[config.mk]
export PLATFORM = sky130hd
export DESIGN_NAME = alu_sequencer
export DESIGN_NICKNAME = d
export VERILOG_FILES = /design/src/rtl/alu_sequencer_pkg.sv /design/src/rtl/alu_sequencer.sv
export SDC_FILE = /design/constraint.sdc
export NUM_CORES = 1
export LEC_CHECK = 0
export ABC_AREA = 1
export CORE_MARGIN = 2
export CORE_UTILIZATION = 46
export CTS_CLUSTER_SIZE = 14
export DETAILED_ROUTE_END_ITERATION = 7
export GPL_ROUTABILITY_DRIVEN = 1
export PLACE_DENSITY = 0.83
export SYNTH_ARGS = -nofsm -noshare
export SYNTH_HDL_FRONTEND = slang
export SYNTH_SLANG_ARGS = --single-unit
[constraint.sdc]
create_clock -name clk -period 4.3 [get_ports clk]
set_input_delay 1.29 -clock clk [delete_from_list [all_inputs] [get_ports clk]]
set_output_delay 1.29 -clock clk [all_outputs]
set_load 0.03 [all_outputs]
[src/rtl/alu_sequencer_pkg.sv]
// Shared encodings for the ALU sequencer: command kinds, FSM states and the
// default datapath width.
package alu_sequencer_pkg;

  localparam int DEFAULT_WIDTH = 16;

  localparam logic [1:0] KIND_EXEC  = 2'b00;
  localparam logic [1:0] KIND_LOAD  = 2'b01;
  localparam logic [1:0] KIND_CLEAR = 2'b10;
  localparam logic [1:0] KIND_CMP   = 2'b11;

  typedef enum logic [1:0] {
    ST_IDLE  = 2'd0,
    ST_DRIVE = 2'd1,
    ST_RESP  = 2'd2
  } state_e;

endpackage

[src/rtl/alu_sequencer.sv]
// Sequential front-end for an external combinational ALU: registers operands,
// holds them SETTLE cycles, captures result/flags and returns a result beat.
module alu_sequencer
  import alu_sequencer_pkg::*;
#(
  parameter int WIDTH  = DEFAULT_WIDTH,
  parameter int SETTLE = 1
) (
  input  logic             clk,
  input  logic             rst,
  input  logic             cmd_valid,
  output logic             cmd_ready,
  input  logic [1:0]       cmd_kind,
  input  logic [2:0]       cmd_op,
  input  logic [WIDTH-1:0] cmd_operand,
  input  logic             cmd_cin,
  output logic [WIDTH-1:0] alu_a,
  output logic [WIDTH-1:0] alu_b,
  output logic             alu_c,
  output logic [2:0]       alu_op,
  input  logic [WIDTH-1:0] alu_w,
  input  logic             alu_zero,
  input  logic             alu_neg,
  output logic             res_valid,
  input  logic             res_ready,
  output logic [WIDTH-1:0] res_data,
  output logic             res_zero,
  output logic             res_neg,
  output logic [WIDTH-1:0] acc,
  output logic [1:0]       dbg_state
);

  // Handshakes: a transfer happens on a rising edge where valid & ready are
  // both 1. cmd_ready depends only on state and rst; res_* are held stable
  // while res_valid=1 and res_ready=0.

  localparam logic [3:0] SETTLE_M1 = 4'(SETTLE - 1);

  state_e           state_q, state_d;
  logic [3:0]       cnt_q, cnt_d;
  logic             is_cmp_q, is_cmp_d;
  logic [WIDTH-1:0] acc_q, acc_d;
  logic [WIDTH-1:0] alu_b_q, alu_b_d;
  logic             alu_c_q, alu_c_d;
  logic [2:0]       alu_op_q, alu_op_d;
  logic [WIDTH-1:0] res_data_q, res_data_d;
  logic             res_zero_q, res_zero_d;
  logic             res_neg_q, res_neg_d;
  logic             res_valid_q, res_valid_d;

  always_comb begin
    state_d     = state_q;
    cnt_d       = cnt_q;
    is_cmp_d    = is_cmp_q;
    acc_d       = acc_q;
    alu_b_d     = alu_b_q;
    alu_c_d     = alu_c_q;
    alu_op_d    = alu_op_q;
    res_data_d  = res_data_q;
    res_zero_d  = res_zero_q;
    res_neg_d   = res_neg_q;
    res_valid_d = res_valid_q;
    cmd_ready   = 1'b0;

    case (state_q)
      ST_IDLE: begin
        cmd_ready = ~rst;
        if (cmd_valid && cmd_ready) begin
          case (cmd_kind)
            KIND_LOAD:  acc_d = cmd_operand;
            KIND_CLEAR: acc_d = '0;
            default: begin
              alu_b_d  = cmd_operand;
              alu_c_d  = cmd_cin;
              alu_op_d = cmd_op;
              is_cmp_d = (cmd_kind == KIND_CMP);
              cnt_d    = SETTLE_M1;
              state_d  = ST_DRIVE;
            end
          endcase
        end
      end
      ST_DRIVE: begin
        if (cnt_q != 4'd0) begin
          cnt_d = cnt_q - 4'd1;
        end else begin
          res_data_d  = alu_w;
          res_zero_d  = alu_zero;
          res_neg_d   = alu_neg;
          res_valid_d = 1'b1;
          if (!is_cmp_q) acc_d = alu_w;
          state_d = ST_RESP;
        end
      end
      ST_RESP: begin
        if (res_valid_q && res_ready) begin
          res_valid_d = 1'b0;
          state_d     = ST_IDLE;
        end
      end
      default: state_d = ST_IDLE;
    endcase
  end

  always_ff @(posedge clk) begin
    if (rst) begin
      state_q     <= ST_IDLE;
      cnt_q       <= 4'd0;
      is_cmp_q    <= 1'b0;
      acc_q       <= '0;
      alu_b_q     <= '0;
      alu_c_q     <= 1'b0;
      alu_op_q    <= 3'd0;
      res_data_q  <= '0;
      res_zero_q  <= 1'b0;
      res_neg_q   <= 1'b0;
      res_valid_q <= 1'b0;
    end else begin
      state_q     <= state_d;
      cnt_q       <= cnt_d;
      is_cmp_q    <= is_cmp_d;
      acc_q       <= acc_d;
      alu_b_q     <= alu_b_d;
      alu_c_q     <= alu_c_d;
      alu_op_q    <= alu_op_d;
      res_data_q  <= res_data_d;
      res_zero_q  <= res_zero_d;
      res_neg_q   <= res_neg_d;
      res_valid_q <= res_valid_d;
    end
  end

  assign acc       = acc_q;
  assign alu_a     = acc_q;
  assign alu_b     = alu_b_q;
  assign alu_c     = alu_c_q;
  assign alu_op    = alu_op_q;
  assign res_data  = res_data_q;
  assign res_zero  = res_zero_q;
  assign res_neg   = res_neg_q;
  assign res_valid = res_valid_q;
  assign dbg_state = state_q;

endmodule
After elaboration in Yosys (flattened, before gate mapping)
Index checks and enable logic that the tools add are counted.
{ "totals": {"reg_bits": 62} }
{ "classes": {"addsub": 1, "eq_ne": 12, "mux": 18, "n_bitwise": 3, "n_reduce_logical": 13} }
{ "ops": {"columns": ["cell", "count"], "rows": [
  ["$pmux W16 S2", 2],
  ["$mux W16", 3],
  ["$mux W4", 3],
  ["$ne A2 B2 Y1 const B", 6],
  ["$mux W2", 4],
  ["$pmux W4 S2", 1],
  ["$reduce_and A4 Y1", 2],
  ["$eq A2 B2 Y1 const B", 3],
  ["$pmux W2 S3", 1],
  ["$reduce_and A3 Y1", 2],
  ["$reduce_and A5 Y1", 1],
  ["$eq A2 B1 Y1 const B", 2],
  ["$reduce_bool A2 Y1", 2],
  ["$reduce_bool A4 Y1", 1],
  ["$sub A4 B1 Y4 const B", 1],
  ["$mux W1", 3],
  ["$ne A3 B1 Y1 const B", 1],
  ["$not A1 Y1", 3],
  ["$logic_and A1 B1 Y1", 2],
  ["$logic_not A2 Y1", 1],
  ["$pmux W1 S2", 1],
  ["$reduce_and A2 Y1", 1],
  ["$reduce_or A2 Y1", 1]
]} }

Depth between registers and ports, before layout
{ "logic_depth": {"word_depth": 5, "mapped_depth": 10, "depth_no_buf": 9} }

Least setup slack after synthesis
No wires, ideal clock.
{ "synth_path": {"path_type": "input to output", "from": "in rst", "to": "out cmd_ready", "arrival_ns": 1.942, "t_required_ns": 3.010, "path_slack_ns": 1.068, "path_stages": 1, "path_buffers": 0, "cell_sequence": "nor3_1"} }
{ "synth_between": {"elab_chain_cells": 2} }
{ "synth_rtl": {"columns": ["item", "line", "rtl"], "rows": [
  ["start: declaration", "alu_sequencer.sv:10", "input logic rst,"],
  ["$not A1 Y1", "alu_sequencer.sv:67", "cmd_ready = ~rst;"],
  ["$mux W1", "alu_sequencer.sv:65", "case (state_q)"],
  ["end: declaration", "alu_sequencer.sv:12", "output logic cmd_ready,"]
]} }
Every way passes these cells.

Final worst setup path
Same ends and word-level chain as after synthesis.

==> results.md <==
- The number of CTS-inserted buffers is 9.
- The worst register-to-register path ends at acc[12]$_SDFFE_PP0P_.
- After synthesis, the cell types taking the most area are sky130_fd_sc_hd__dfxtp_1 (44%), sky130_fd_sc_hd__nor2_1 (14%), sky130_fd_sc_hd__o21ai_0 (10%).
- Counting every instance in the synthesized netlist gives slightly below 400.
- In this run the post-CTS setup repair buffer count came out at 0.
- The critical path buffer and inverter count is 2.
- The type of element capturing the critical path is an output pin.
- For this run, design rule violations remaining after detail routing come to 0.
- The reported max-cap violation count is 0.
- In the final design database the tool counted 535 nets.
- Synthesis inferred 62 register bits.
- The CTS tree is yes.
- After layout, the minimum clock period comes to 4060 ps.
- Dividing the final minimum period by the clock period gives a little over nine tenths.
- Walking the worst path, the cells encountered are clkdlybuf4s50_1 > nor3_1 > clkdlybuf4s50_1.
- The count of inserted antenna diode cells is 0.
- The detailed-route via count is 2,819.
- The critical path in this run is classified as in2out.
- The die outline area is 6840 sq um.
- When the netlist entered floorplanning its net count stood at 442.
- After synthesis, the most frequently instantiated cells are sky130_fd_sc_hd__nor2_1 (108), sky130_fd_sc_hd__dfxtp_1 (62), sky130_fd_sc_hd__nand2_1 (59).
- The worst min-delay path class is reg2reg.
- The die span in x is 82.7 microns.
- The largest fanout on the critical path is 6.
- Setup repair after global routing left no endpoint under its margin.
- The mapped netlist covers 2850 sq um.
- The cell with the biggest individual delay on the critical path is sky130_fd_sc_hd__clkdlybuf4s50_1.
- The die is roughly 83 microns tall.
- Yosys instantiated no cell more often than sky130_fd_sc_hd__nor2_1.
- The worst voltage drop across the vdd grid is 213 uV.
- On the worst path, the slowest cell contributes a delay of 730 ps.
- The share of final-layout standard cells stronger than drive strength 1 is a little under a tenth.
- The initial antenna violation count is 0.
- Yosys printed 0 warnings.
- The maximum clock insertion buffer count is 2.
- The total wire length is 7.55 mm.
- For hold timing, the worst endpoint is cnt_q[0]$_SDFFE_PP0P_.
- Clock-pin slew was measured on the worst setup and hold paths at 60 ps.
- The worst register-to-register path has a setup slack of 2300 ps.
- The highest clock frequency the design can meet is 246 MHz.
- The worst-case hold slack is roughly 450 ps.
- The synthesized design spends more area on one cell type than any other, namely sky130_fd_sc_hd__dfxtp_1.
- The flow ran to the end, and the final reports show no timing, DRC or antenna violations.
- The maximum number of pins on one net before global-route repair is 43.
- The global-route wire length before repair is 12.1 mm.
- Along the worst hold path, the cell count comes to 1.
- Detailed placement finished with a half-perimeter wire length of about 5.5 mm.
- For this run, the leading register cell type out of synthesis is sky130_fd_sc_hd__dfxtp_1.
- In this run, post-CTS repair resized a total of 0 instances.
- The number of H-tree levels is 3.
- The relative slew slack is 56.5%.
- Dividing the synthesized area by the synthesized cell count gives 7.25 sq um.
- CTS saw 62 sinks.
- The number of violations reported at the end of detailed-routing iteration 0 is 103.
- The number of max-slew violations in the final report was 0.
- The post-synthesis sequential area ratio is between 40 and 50%.
- The floorplan has 28 rows.
- The final setup TNS is 0 ps.
- In this run the clock root is driven by a sky130_fd_sc_hd__clkbuf_8.
- The cell that appears most often on the critical path is sky130_fd_sc_hd__clkdlybuf4s50_1.
- For this configuration, the core starts out at a cell density of about 48%.
- The type of origin of the critical path is a primary input.
- The remaining antenna violation count is 0.
- The worst clock skew on the final layout is 7.48 ps.
- Global routing consumed, over all layers together, roughly a quarter of the routing resources.
- The number of ports placed on the die boundary is roughly 120.
- The share of flip-flops with an asynchronous set or reset is 0%.
- For the worst setup path, the data required time is 3010 ps.
- The insertion delay of the later-clocked pin in the worst-skew pair is 340 ps.
- The setup violation total in the final timing report is 0.
- For this run the aggregate overflow at the end of global routing stands at 0.
- The share of Yosys cell area claimed by the top area cell type is 43.6%.
- In this run the most critical hold path is launched from cnt_q[0]$_SDFFE_PP0P_.
- During placement, the flow inserted port buffers numbering 117.
- The pre-antenna-repair detailed-routing pass consisted of 4 iterations.
- Dividing the detail-routed wire length by the instance count gives 13.3 microns.
- The leakage power is 1.67 nW.
- The final-report hold violation count is 0.
- The number of enable-type register cells in the synthesized netlist is 0.
- The data arrival time of the critical path is 2770 ps.
- The unique cell type count in the Yosys netlist is 23.
- The power per cell area is 386 nW/um^2.
- The via density per instance is approximately 5.0.
- The placeable core area is 5960 sq um.
- The number of global-route vias before repair is 2,661.
- From synthesis to final layout, the design area changed by 44.7%.
- The logic depth of the worst register-to-register path is 8.
- The number of hold-repair buffers added at the cts stage is 0.
- Grouping stages by cell kind, the critical path spends the most delay in buffers and inverters.
- The startpoint of the worst-slack reg-to-reg timing path is dbg_state[1]$_SDFFE_PP0P_.
- At the pin with the least slew margin, the transition time is 652 ps.
- The final weighted congestion of routability-driven global placement is 0.818.
==> area by class of cell <==
cell class	instances	area, sq um
Clock buffer	13	169
Clock inverter	3	65.1
Fill cell	523	1830
Inverter	18	67.6
Multi-Input combinational cell	276	1300
Sequential cell	62	1240
Tap cell	75	93.8
Timing Repair Buffer	119	1190
==> how the worst max path moves through the flow <==
| stage | end | cells after the start | from |
|---|---|---|---|
| after floorplan | cmd_ready | 1 | rst |
| after CTS | cmd_ready | 3 | rst |
| after global placement | cmd_ready | 3 | rst |
| after global routing | cmd_ready | 3 | rst |
| final | cmd_ready | 3 | rst |
| after detailed placement | cmd_ready | 3 | rst |
==> worst register-to-register path, cell delays in order, from the launching register on <==
cell and delay, ps:
sky130_fd_sc_hd__dfxtp_1 440, sky130_fd_sc_hd__inv_2 70, sky130_fd_sc_hd__nand2_4 240, sky130_fd_sc_hd__inv_2 110, sky130_fd_sc_hd__nand2_2 380, sky130_fd_sc_hd__inv_2 120, sky130_fd_sc_hd__nor2_4 350, sky130_fd_sc_hd__nor2_1 100
sky130_fd_sc_hd__nor2_1 120
==> logic make-up (layout without fill, tap and decap cells) <==
family | count (synthesis) | count (layout) | synth area share (%)
adder cells (fa/ha/maj) | 5 | 5 | 2.20
buffers and inverters | 55 | 153 | 10.8
flip-flops | 62 | 62 | 43.6
AND/OR/NAND/NOR | 205 | 205 | 31.6
AO/OA/AOI/OAI | 66 | 66 | 11.8
==> flip-flops by register name, indices dropped and copies added (netlist names) <==
register	flops
acc	16
alu_b	16
res_data	16
cnt_q	4
alu_op	3
dbg_state	2
alu_c	1
is_cmp_q	1
res_neg	1
res_valid	1
res_zero	1
==> power by group <==
group          internal [mW]  leakage (nW)  total [mW]  switching, mW
Combinational          0.154          1.04       0.365          0.211
Clock                  0.373         0.120       0.595          0.222
Sequential             0.610         0.506       0.633         0.0222
Total                   1.14          1.67        1.59          0.455
==> layer usage <==
| layer | track usage (%) | share of wire (%) | vias up |
|---|---|---|---|
| met5 | 0 | 0 | - |
| met3 | 4.57 | 5.2 | 16 |
| met4 | 9.84 | 2.4 | 0 |
| met1 | 25.7 | 40 | 1303 |
| li1 | - | - | 1414 |
| met2 | 43.8 | 52 | 86 |
==> through the flow <==
step / std cells / utilization (%) / area, sq um / total power, mW / worst slack (ps)
after floorplan: 393 / - / 2850 / 0.869 / 1070
after global placement: 550 / 65.3 / 3890 / 1.00 / 352
after detailed placement: 550 / 65.3 / 3890 / 1.01 / 259
after CTS: 566 / 69.2 / 4120 / 1.60 / 267
after global routing: 566 / 69.2 / 4120 / 1.66 / 205
final: 566 / 69.2 / 4120 / 1.59 / 242
==> placed cells by master (no fill, tap or decap), drive strengths merged <==
cell,instances
nor2,118
clkdlybuf4s50,117
nand2,63
dfxtp,62
o21ai,57
nand3,21
inv,17
clkbuf,13
a21oi,7
ha,5
nor3,2
bufinv,2
buf,2
clkinv,2
nand4,1
a211oi,1
o21bai,1
Note: power is estimated with default switching activity, not from simulation.
==> RTL change 1: new RTL, same settings <==
`res_data_q` no longer has a reset.
--- a/src/rtl/alu_sequencer.sv
+++ b/src/rtl/alu_sequencer.sv
@@ -112,5 +112,4 @@
       alu_c_q     <= 1'b0;
       alu_op_q    <= 3'd0;
-      res_data_q  <= '0;
       res_zero_q  <= 1'b0;
       res_neg_q   <= 1'b0;
@@ -124,9 +123,12 @@
       alu_c_q     <= alu_c_d;
       alu_op_q    <= alu_op_d;
-      res_data_q  <= res_data_d;
       res_zero_q  <= res_zero_d;
       res_neg_q   <= res_neg_d;
       res_valid_q <= res_valid_d;
     end
+  end
+
+  always_ff @(posedge clk) begin
+    res_data_q <= res_data_d;
   end
 
Check against the original RTL: differs if rst is asserted again (counterexample within 4 cycles, from zero or initial values and one cycle with rst high); with rst held inactive, the same outputs for 4 cycles.
==> RTL change 1 against the unedited design <==
Sequential cell count unchanged; global-route usage is 0.66 points lower; utilization decreased by 0.54 points; total power shrank 3.0%; cell area decreased by 1.4%; setup slack better by 220 ps; routed wire length down 2.1%; register-to-register slack worse by 350 ps; critical path depth unchanged; via count is 6.6% lower; synthesized area is 0.88% lower; count of clock-buffer cells in the layout stayed put.
==> RTL change 1: results <==
export IMPL_synth_cell_type_count=25
export IMPL_holdWs_ps=483
export IMPL_cp_data_arrival_time_ps=2550
export IMPL_place_congestion=0.791
export IMPL_path_max_fanout=5
export IMPL_drtIter0Drc=147
export IMPL_grt_usage_pct=22.8
export IMPL_routedWlPerCell_um=14.2
export IMPL_cts_resized=0
export IMPL_syn_nets=393
export IMPL_synth_enable_flop_cells=16
export IMPL_reg2reg_to="res_neg"
export IMPL_r2r_cells=5
export IMPL_grt_max_degree=33
export IMPL_avgViaCountPerCell=5.08
export IMPL_relSlewSlack_pct=25.2
export IMPL_synth_area_leaders="dfxtp_1 (33%), edfxtp_1 (17%), nor2_1 (9.6%)"
export IMPL_grt_pass1_vias=2450
export IMPL_synth_common_cells="nor2_1 (72), nand2_1 (63), dfxtp_1 (46)"
export IMPL_hpwl_mm=5.23
export IMPL_rrSetupSlack_ps=1950
export IMPL_nets=488
export IMPL_combPwrFrac_pct=22.7
export IMPL_htree_levels=3
export IMPL_status="complete, no violations"
export IMPL_grt_pass1_wl_mm=11.5
export IMPL_cp_slowest_stage_delay_ps=670
export IMPL_leakage_nw=1.66
export IMPL_drive_above_1_share_pct=6.98
export IMPL_place_area_mm2=0.00385
export IMPL_fin_skew_ps=9.70
export IMPL_seqPwrFrac_pct=42.4
export IMPL_yosysSeqAreaShare_pct=49.6
export IMPL_r2r_start="dbg_state[0]"
export IMPL_vdd_drop_max_v=0.000178
==> RTL change 1: cell type report <==
cell class	count	area, µm²
Clock buffer	13	170
Inverter	17	63.8
Multi-Input combinational cell	230	1110
Clock inverter	3	40.0
Sequential cell	62	1400
Timing Repair Buffer	119	1190
Tap cell	75	93.8
Fill cell	465	1860
==> RTL change 1: through the flow <==
step	total power [mW]	std cells	worst slack [ps]
after floorplan	0.883	344	1310
after global placement	1.01	503	452
after detailed placement	1.02	503	461
after CTS	1.55	519	452
after global routing	1.61	519	392
final	1.54	519	458
==> RTL change 1: how the worst min path moves through the flow <==
stage,start,end,cells past startpoint
floorplan,cnt_q[1],cnt_q[1],2
global placement,alu_b[7],alu_b[7],2
detailed placement,alu_b[0],alu_b[0],2
CTS,alu_b[0],alu_b[0],2
global route,alu_op[0],alu_op[0],2
finish,alu_b[0],alu_b[0],2
==> RTL change 1: critical path, delay by kind of cell <==
family                 cells  cell delay (ps)
buffers and inverters      2             1130
and+or+nand+nor            1              130
==> RTL change 1: kinds of logic (layout without fill, tap and decap cells) <==
| group | after synthesis | after routing | synth area share, % |
|---|---|---|---|
| and+or+nand+nor | 178 | 178 | 27.8 |
| DFF | 62 | 62 | 49.6 |
| buffers and inverters | 52 | 152 | 11.1 |
| AOI/OAI and AO/OA | 47 | 47 | 9.22 |
| adders and majority gates | 5 | 5 | 2.22 |
==> RTL change 1: routing by layer <==
metal,GRT usage [%],vias to the layer above,share of wire [%],routed length (µm)
met5,0,-,0,0
met4,9.00,0,1.7,125
met3,5.33,15,8.7,644
met2,40.1,113,50,3700
met1,26.7,1219,40,2920
li1,-,1287,-,-
==> RTL change 2: new RTL, same settings <==
Made on the original files. The package constant `DEFAULT_WIDTH` goes from 16 to 20.
--- a/src/rtl/alu_sequencer_pkg.sv
+++ b/src/rtl/alu_sequencer_pkg.sv
@@ -3,5 +3,5 @@
 package alu_sequencer_pkg;
 
-  localparam int DEFAULT_WIDTH = 16;
+  localparam int DEFAULT_WIDTH = 20;
 
   localparam logic [1:0] KIND_EXEC  = 2'b00;
Interface: changed (6 resized); port bits go from 118 to 142. No check against the original RTL was run, so the function may have changed too.
==> RTL change 2 against the unedited design <==
Routed wire length rose by 25%; total power rose by 12%; global-route usage decreased by 0.054 points; cell area increased by 17%; clock power fell by 2%; setup slack better by 200 ps; sequential cell count rose by 12; via count increased by 19%; synthesized area rose by 17%; largest power group unchanged.
==> RTL change 2: results <==
export IMPL_status="complete, no violations"
export IMPL_avgViaCountPerCell=4.92
export IMPL_syn_nets=526
export IMPL_num_vias=3352
export IMPL_synth_fa_ha_area_share_pct=1.87
export IMPL_relSlewSlack_pct=36.2
export IMPL_reg2reg_to="acc[11]"
export IMPL_leakage_nw=1.96
export IMPL_path_max_fanout=2
export IMPL_syn_area_per_cell_um2=7.12
export IMPL_route_met3_wl_um=416
export IMPL_grt_pass1_vias=3057
export IMPL_routedWlPerCell_um=13.9
export IMPL_grt_usage_pct=23.4
export IMPL_use_met3_pct=2.77
export IMPL_first_pass_iters=5
export IMPL_synthMuxAreaShare_pct=0
export IMPL_drtIter0Drc=204
export IMPL_drt_met1_wl_mm=3.88
export IMPL_cp_data_arrival_time_ps=2570
export IMPL_io_buffers=141
export IMPL_vdd_drop_max_v=0.000167
export IMPL_yosysSeqAreaShare_pct=44.4
export IMPL_worstHoldEndpoint="cnt_q[1]"
export IMPL_use_met2_pct=40.9
export IMPL_place_congestion=0.865
export IMPL_hpwl_mm=6.70
export IMPL_n_fill_cell=644
export IMPL_synth_common_cells="nor2_1 (132), nand2_1 (75), dfxtp_1 (74)"
export IMPL_wl_met2_mm=4.86
export IMPL_initial_core_util_pct=46.8
export IMPL_synth_cell_type_count=24
export IMPL_fin_skew_ps=12.0
export IMPL_cp_slowest_stage_delay_ps=710
export IMPL_rrSetupSlack_ps=2210
export IMPL_min_from="cnt_q[1]"
export IMPL_clk_path_buf_depth=2
export IMPL_synth_area_leaders="dfxtp_1 (44%), nor2_1 (15%), o21ai_0 (9.3%)"
-- RTL change 2: how the worst max path moves through the flow --
stage | endpoint | slack (ps) | depth (start not counted)
2_1_floorplan | cmd_ready | 1070 | 1
3_3_place_gp | cmd_ready | 470 | 3
3_5_place_dp | cmd_ready | 430 | 3
4_1_cts | cmd_ready | 410 | 3
5_1_grt | cmd_ready | 350 | 3
6_report | cmd_ready | 440 | 3
-- RTL change 2: cells by family (layout without fill, tap and decap cells) --
kind of cell | count (synthesis) | count (layout)
and+or+nand+nor | 248 | 248
AOI/OAI and AO/OA | 77 | 77
DFF | 74 | 74
buffers and inverters | 65 | 178
adders and majority gates | 5 | 5
-- RTL change 2: cell type report --
cell class | instances | area (µm²) | share of cell area, %
Clock inverter | 5 | 78.8 | 1.64
Inverter | 18 | 67.6 | 1.41
Sequential cell | 74 | 1480 | 30.8
Tap cell | 99 | 124 | 2.58
Timing Repair Buffer | 144 | 1430 | 29.8
Multi-Input combinational cell | 330 | 1490 | 31.0
Clock buffer | 11 | 131 | 2.73
-- RTL change 2: through the flow --
stage / worst slack, ps / hold WS, ps / area (µm²)
floorplan: 1070 / 433 / 3340
global placement: 465 / 446 / 4600
detailed placement: 425 / 452 / 4600
CTS: 414 / 462 / 4810
global route: 355 / 508 / 4810
finish: 438 / 463 / 4810
-- RTL change 2: power breakdown --
part / internal [mW] / leakage, nW / switching [mW] / total [mW]
sequential: 0.729 / 0.603 / 0.0290 / 0.758
combinational: 0.187 / 1.25 / 0.255 / 0.443
clock: 0.326 / 0.107 / 0.254 / 0.581
-- RTL change 2: worst max-delay path, delay by kind of cell --
kind,cells,cell delay (ps)
buffers and inverters,2,1130
and+or+nand+nor,1,160
